===== config.mk =====
export PLATFORM = sky130hd
export DESIGN_NAME = fix_to_float16
export DESIGN_NICKNAME = d
export VERILOG_FILES = /design/src/rtl/fix_to_float16.sv
export SDC_FILE = /design/constraint.sdc
export NUM_CORES = 1
export LEC_CHECK = 0
export BUFFER_PORTS_ARGS = -buffer_cell sky130_fd_sc_hd__buf_2
export CAP_MARGIN = 5
export CORE_ASPECT_RATIO = 0.8
export CORE_MARGIN = 2
export CORE_UTILIZATION = 45
export CTS_CLUSTER_SIZE = 24
export DETAILED_ROUTE_END_ITERATION = 12
export SETUP_SLACK_MARGIN = 0.15
export SLEW_MARGIN = 20
export SYNTH_ARGS = -nofsm -noshare
export SYNTH_HDL_FRONTEND = slang
export SYNTH_SLANG_ARGS = --single-unit

===== constraint.sdc =====
create_clock -name clk -period 3.1 [get_ports clk]
set_input_delay 0 -clock clk [delete_from_list [all_inputs] [get_ports clk]]
set_output_delay 0 -clock clk [all_outputs]
set_load 0.01 [all_outputs]

===== src/rtl/fix_to_float16.sv =====
// Signed two's-complement fixed-point to float16 converter, four register stages.
// Float16 here has no subnormals: a zero exponent field means zero, overflow saturates.
module fix_to_float16 #(
  parameter int IN_W      = 16,
  parameter int FRAC_BITS = 0
) (
  input  logic            clk,
  input  logic            rst_b,
  input  logic            de_in,
  input  logic [IN_W-1:0] data_in,
  output logic            de_out,
  output logic [15:0]     data_out
);

  localparam int PW = $clog2(IN_W);
  localparam int XW = IN_W + 11;
  localparam logic signed [7:0] E_BASE = 8'(15 - FRAC_BITS);

  // Stage 1: sign and magnitude
  logic            s1_de, s1_sign;
  logic [IN_W-1:0] s1_mag;
  // Stage 2: leading-one position
  logic            s2_de, s2_sign, s2_zero;
  logic [IN_W-1:0] s2_mag;
  logic [PW-1:0]   s2_p;
  // Stage 3: normalized mantissa with guard/sticky
  logic            s3_de, s3_sign, s3_zero, s3_g, s3_s;
  logic [9:0]      s3_keep;
  logic signed [7:0] s3_e;

  logic [IN_W-1:0] mag_c;
  logic [PW-1:0]   p_c;
  logic [IN_W-1:0] shifted_c;
  logic [XW-1:0]   ext_c;
  logic            inc_c;
  logic [10:0]     sum_c;
  logic signed [7:0] e_rnd_c;
  logic [15:0]     res_c;

  // The most negative input negates onto itself, which read as unsigned is the right magnitude.
  always_comb begin
    mag_c = data_in[IN_W-1] ? (~data_in + IN_W'(1)) : data_in;
  end

  always_comb begin
    p_c = '0;
    for (int i = 0; i < IN_W; i++) begin
      if (s1_mag[i]) p_c = PW'(i);
    end
  end

  // Hidden one lands at the top of ext_c; the bits below it split into keep, G and sticky.
  always_comb begin
    shifted_c = s2_mag << (PW'(IN_W - 1) - s2_p);
    ext_c     = {shifted_c, 11'b0};
  end

  always_comb begin
    inc_c   = s3_g & (s3_s | s3_keep[0]);
    sum_c   = {1'b0, s3_keep} + {10'b0, inc_c};
    e_rnd_c = sum_c[10] ? (s3_e + 8'sd1) : s3_e;
    if (s3_zero)
      res_c = 16'h0000;
    else if (e_rnd_c <= 8'sd0)
      res_c = 16'h0000;
    else if (e_rnd_c >= 8'sd31)
      res_c = {s3_sign, 5'd31, 10'h3FF};
    else
      res_c = {s3_sign, e_rnd_c[4:0], sum_c[9:0]};
  end

  always_ff @(posedge clk or negedge rst_b) begin
    if (!rst_b) begin
      s1_de    <= 1'b0;
      s1_sign  <= 1'b0;
      s1_mag   <= '0;
      s2_de    <= 1'b0;
      s2_sign  <= 1'b0;
      s2_zero  <= 1'b0;
      s2_mag   <= '0;
      s2_p     <= '0;
      s3_de    <= 1'b0;
      s3_sign  <= 1'b0;
      s3_zero  <= 1'b0;
      s3_g     <= 1'b0;
      s3_s     <= 1'b0;
      s3_keep  <= '0;
      s3_e     <= '0;
      de_out   <= 1'b0;
      data_out <= 16'h0000;
    end else begin
      s1_de    <= de_in;
      s1_sign  <= data_in[IN_W-1];
      s1_mag   <= mag_c;
      s2_de    <= s1_de;
      s2_sign  <= s1_sign;
      s2_zero  <= (s1_mag == '0);
      s2_mag   <= s1_mag;
      s2_p     <= p_c;
      s3_de    <= s2_de;
      s3_sign  <= s2_sign;
      s3_zero  <= s2_zero | ~shifted_c[IN_W-1];
      s3_keep  <= ext_c[XW-2 -: 10];
      s3_g     <= ext_c[XW-12];
      s3_s     <= |ext_c[XW-13:0];
      s3_e     <= E_BASE + 8'(s2_p);
      de_out   <= s3_de;
      data_out <= res_c;
    end
  end

endmodule


# After elaboration in Yosys (flattened, before gate mapping)
# Index checks and enable logic that the tools add are counted.
[totals]
inputBits = 19
out_inout_bits = 17
register_bits = 78
[op_classes]
bitwise_logic = 5
addsub = 5
n_reduce_logical = 2
n_mux = 20
shift = 1
n_lt_le_gt_ge = 2
[ops]
columns = ["cell", "count"]
rows = [
  ["4-bit 2-to-1 mux", 14],
  ["16-bit 2-to-1 mux", 3],
  ["16-bit by 1-bit adder with 16-bit output (second input constant)", 1],
  ["16-bit zero test", 1],
  ["16-bit NOT", 1],
  ["16-bit by 4-bit left shift with 16-bit output", 1],
  ["15-bit 2-to-1 mux", 1],
  ["10-bit by 1-bit adder with 11-bit output", 1],
  ["8-bit by 6-bit >= comparator with 1-bit output (second input constant)", 1],
  ["8-bit by 1-bit less-or-equal comparator with 1-bit output (second input constant)", 1],
  ["5-bit by 1-bit adder with 6-bit output (second input constant)", 1],
  ["6-bit 2-to-1 mux", 1],
  ["4-bit by 4-bit adder with 5-bit output (first input constant)", 1],
  ["4-bit OR reduction", 1],
  ["4-bit subtractor (first input constant)", 1],
  ["1-bit bitwise OR", 2],
  ["1-bit bitwise AND", 1],
  ["1-bit 2-to-1 mux", 1],
  ["1-bit NOT", 1],
]

# Logic depth before layout (Yosys ltp)
[logic_depth]
word_depth = 15
ltp_mapped = 9
depth_no_buf = 8

# Least setup slack after synthesis
# OpenSTA, ideal clock, no wires.
[synth_timing]
kind = "register -> register"
from = "register s3_keep[0]"
to = "register data_out[0]"
synth_period_minus_slack_ns = 2.190
arrival_time_ns = 2.106
required_time_ns = 3.015
slack_ns = 0.910
stages_incl_launch_ff = 10
path_cell_list = "dfrtp_1 > o21a_1 > ha_1 > ha_1 > nand3_2 > nor3_4 > mux2_1 > a21o_1 > buf_2 > a31oi_1"
[synth_between]
elab_chain_len = 8
elab_cells_between_ends = 9
cone_classes = "add/sub: 1; order compare: 2; mux: 4; bitwise: 2"
[synth_rtl]
columns = ["item", "line", "source"]
rows = [
  ["from (decl)", "28", "logic [9:0] s3_keep;"],
  ["from (signal assigned)", "103", "s3_keep <= ext_c[XW-2 -: 10];"],
  ["1-bit bitwise OR", "59", "inc_c = s3_g & (s3_s | s3_keep[0]);"],
  ["1-bit bitwise AND", "59", ""],
  ["10-bit by 1-bit adder with 11-bit output *", "60", "sum_c = {1'b0, s3_keep} + {10'b0, inc_c};"],
  ["6-bit 2-to-1 mux", "61", "e_rnd_c = sum_c[10] ? (s3_e + 8'sd1) : s3_e;"],
  ["8-bit by 6-bit >= comparator with 1-bit output", "66", "else if (e_rnd_c >= 8'sd31)"],
  ["15-bit 2-to-1 mux", "66", ""],
  ["16-bit 2-to-1 mux *", "64", "else if (e_rnd_c <= 8'sd0)"],
  ["16-bit 2-to-1 mux *", "62", "if (s3_zero)"],
  ["named net res_c[0]", "38", "logic [15:0] res_c;"],
  ["to (signal assigned)", "108", "data_out <= res_c;"],
  ["to (decl)", "12", "output logic [15:0] data_out"],
]
# Mark *: on every way through the listed nets, which the timed path passes. The rest lies on a longest branch.

# Worst setup path after layout
[layout_timing]
from = "register s3_keep[0]"
to = "register data_out[1]"
# Same word-level chain as after synthesis.

==> impl_results.rst <==
.. list-table::
   :header-rows: 1

   * - Metric
     - Value
   * - Status
     - finished, final reports clean
   * - Register share of total power
     - 0.492
   * - Port buffer count
     - 35
   * - Internal power component
     - 1.91 mW
   * - Remaining global-route overflow
     - 0
   * - Power density relative to cell area
     - 628 mW/mm^2
   * - Final antenna-violating net count
     - 0
   * - Final WL
     - 6.13 mm
   * - Syn_area_per_cell
     - 11.0 sq um
   * - Launch point of the worst reg-to-reg path
     - s3_keep[0]
   * - Upper clock frequency limit
     - 421 MHz
   * - Final worst path period need
     - 2.38 ns
   * - Core Box Area
     - 0.00787 sq mm
   * - Critical path's top delay family
     - simple AND/OR/NAND/NOR gates
   * - Detailed route wirelength on metal2
     - 3.20 mm
   * - Reg clk slew, reported paths
     - 0.07 ns
   * - Post-CTS Hold Fix Bufs
     - 22
   * - Boundary pin count
     - 36
   * - Worst Setup Path Type
     - reg2reg
   * - Total number of placement rows
     - 29
   * - Cell types with the highest counts after synthesis
     - dfrtp_1 (78), nor2_1 (33), nand2_1 (30)
   * - Critical Path, Cell by Cell
     - o21a_1, ha_1, ha_1, nand3_2, nor3_4, mux2_1, a21o_1, a31oi_1
   * - Number of nets in the layout
     - 408
   * - Num CTS Buffers
     - 9
   * - Kind of end point of the critical path
     - flip-flop
   * - Maximum single-stage delay on the critical path
     - 0.43 ns
   * - Seq cells post-synth
     - 78
   * - Critical Path Source
     - s3_keep[0]
   * - Setup slack of the worst register-to-register path
     - 0.72 ns
   * - Placed insts
     - 459
   * - Post-placement worst setup slack
     - 0.706 ns
   * - Final design instance area without fill
     - 0.00430 sq mm
   * - Max H-tree Level
     - 3
   * - Effective utilization at floorplan
     - 0.462
   * - Final cell utilization of the core
     - 0.546
   * - CTS Root Cell
     - clkbuf_8
   * - Max VDD drop
     - 0.283 mV
   * - Routed vias
     - 2528
   * - Resize count post-CTS
     - 0
   * - Slew HR
     - 0.406
   * - Antenna diode count
     - 0
   * - Count of flip-flops with a built-in enable after synthesis
     - 0
   * - # Post-CTS Setup Buffers
     - 0
   * - X dimension of the die
     - 104 um
   * - Max-cap check violation count
     - 0
   * - Net Sw Frac
     - 0.293
   * - DR pass1 iterations
     - 4
   * - Post-synthesis cell count
     - 331
   * - Worst flop-to-flop path endpoint
     - data_out[1]
   * - Mean routed wirelength per cell
     - 12.3 um
   * - DRC
     - 0
   * - Area Overhead vs Synth
     - 18.4%
   * - Number of DRC markers in iteration 0
     - 55
   * - Setup repair after global routing missed its margin
     - false
   * - Instance area after placement
     - 0.00388 sq mm
   * - Leakage
     - 1.95 nW
   * - Layout cell share with drive strength beyond 1
     - 0.175
   * - Height of the chip
     - 84.4 um
   * - Highest metal layer used by the detailed router
     - met4
   * - Startpoint types
     - flip-flop
   * - GRT Util Overall
     - 0.153
   * - Summed instance area of the synthesized netlist
     - 0.00363 sq mm
   * - Final worst slack
     - 0.724 ns
   * - Total Power
     - 2.70 mW
   * - Clock Sink Count
     - 78
   * - Routed length on met3
     - 187 um
   * - Max Transition Viols Final
     - 0
   * - DRT met1 WL
     - 2.63 mm
   * - Largest area contributor in the netlist
     - dfrtp_1
   * - Post-synth cell types
     - 46
   * - Sequential-to-total area share from yosys stat
     - 0.537
   * - Clock network fraction of total power
     - 0.275
   * - Placer congestion estimate
     - 0.796
   * - Comb pwr share
     - 0.233
   * - Clock tree from TritonCTS
     - done
   * - Yosys warns
     - 0
   * - Final setup fails
     - 0
   * - Top_reg_cell synth
     - dfrtp_1
   * - Critical path data arrival time
     - 2.63 ns
   * - Worst hold slack
     - 0.299 ns
   * - Global-route wire length before repair
     - 10.8 mm
   * - Worst r2r path cells
     - 8
   * - Clock Tree Buf Depth
     - 2
   * - Slew of the pin with the lowest slew margin
     - 0.891 ns
   * - Share of Yosys cell area claimed by the top area cell type
     - 0.537
   * - Post-detailed-route via-to-cell ratio
     - 5.09
   * - Source-to-sink clock delay at the later pin of the worst-skew pair
     - 0.34 ns
   * - Post-synthesis net count
     - 355
   * - DIE AREA
     - 0.00882 sq mm
   * - Cell with the largest stage delay on the worst path
     - nor3_4
   * - Destination of the critical timing path
     - data_out[1]
   * - Number of global-route vias before repair
     - 2502
   * - Period Utilization, post-route
     - 0.766
   * - Final sum of negative setup slack
     - 0 ns
   * - Class of the worst hold path
     - in2reg
   * - Most used cell along the critical path
     - ha_1
   * - Cells taking the most area after synthesis
     - dfrtp_1 (54%), mux2i_1 (5.2%), nor2_1 (3.4%), xnor2_1 (3.4%), mux4_2 (3.1%)
   * - Top-count cell post-synth
     - dfrtp_1
   * - Maximum fanout along the worst path
     - 10
   * - Initial antenna violation count
     - 0
   * - Async set-reset flop share out of synthesis
     - 1.00
   * - Final hold violation count
     - 0
   * - Count of filler cells inserted in the layout
     - 707
   * - Combined buffer and inverter count along the critical path
     - 0
   * - Worst clock skew
     - 0.00922 ns
   * - Cell depth of the worst setup path
     - 8
   * - Switching power
     - 791 uW
   * - Data required, critical path
     - 3.35 ns
   * - Pin count of the biggest net entering global routing
     - 79
   * - Non-Filler Instances
     - 497
   * - Placed wire-length estimate after detailed placement
     - 4.30 mm
==> sequential cells by signal (all words and copies together) (netlist names), 4 cells and up <==
name,flops
s3_keep,10
s2_p,4
s2_mag,16
data_out,16
s3_e,5
s1_mag,16
==> power groups by stage <==
stage | logic (mW) | clock network (mW) | registers (mW)
3_3_place_gp | 0.606 | 0 | 1.35
5_1_grt | 0.704 | 0.826 | 1.36
3_5_place_dp | 0.611 | 0 | 1.35
6_report | 0.628 | 0.744 | 1.33
4_1_cts | 0.637 | 0.774 | 1.33
2_1_floorplan | 0.451 | 0 | 1.32
==> per-layer routing <==
metal	up-vias	GRT usage
li1	1274	-
met1	1194	0.161
met2	51	0.291
met3	9	0.0380
met4	0	0.0663
met5	-	0
==> layout make-up <==
type                    count  area [sq um]  area share
well taps                 108           135      0.0314
flip-flops and latches     78          1950       0.454
clock inverters             3          42.5     0.00989
repair buffers             58           405      0.0942
clock buffers              13           159      0.0369
multi-input cells         222          1550       0.361
inverters                  15          56.3      0.0131
==> kinds of logic (layout without fill, tap and decap cells) <==
group | count (synthesis) | after routing | synth area share
buffers and inverters | 31 | 89 | 0.0358
adder cells (fa/ha/maj) | 5 | 5 | 0.0172
multiplexers | 31 | 31 | 0.105
flip-flops | 78 | 78 | 0.537
XOR/XNOR | 22 | 22 | 0.0530
AND/OR/NAND/NOR | 105 | 105 | 0.145
AO/OA/AOI/OAI | 59 | 59 | 0.107
==> layout by cell type, fill, tap and decap left out, types with 9 or more instances in the layout <==
cell,netlist,layout
a21oi_1,11,11
a31oi_1,11,11
buf_2,5,34
clkbuf_8,0,11
dfrtp_1,78,78
dlygate4sd3_1,0,22
inv_1,14,14
mux2i_1,19,19
nand2_1,30,30
nand3_1,9,9
nor2_1,33,33
o21ai_0,14,14
xnor2_1,14,14
==> worst min-delay path by stage <==
stage               start     endpoint  slack [ns]  cells after the start
finish              de_in        s1_de        0.30                      2
global route        de_in        s1_de        0.28                      2
CTS                 de_in        s1_de        0.28                      2
detailed placement  de_in        s1_de        0.11                      1
global placement    de_in        s1_de        0.11                      1
floorplan           rst_b  data_out[0]       -0.30                      0
Power figures use the tool's default switching activity.
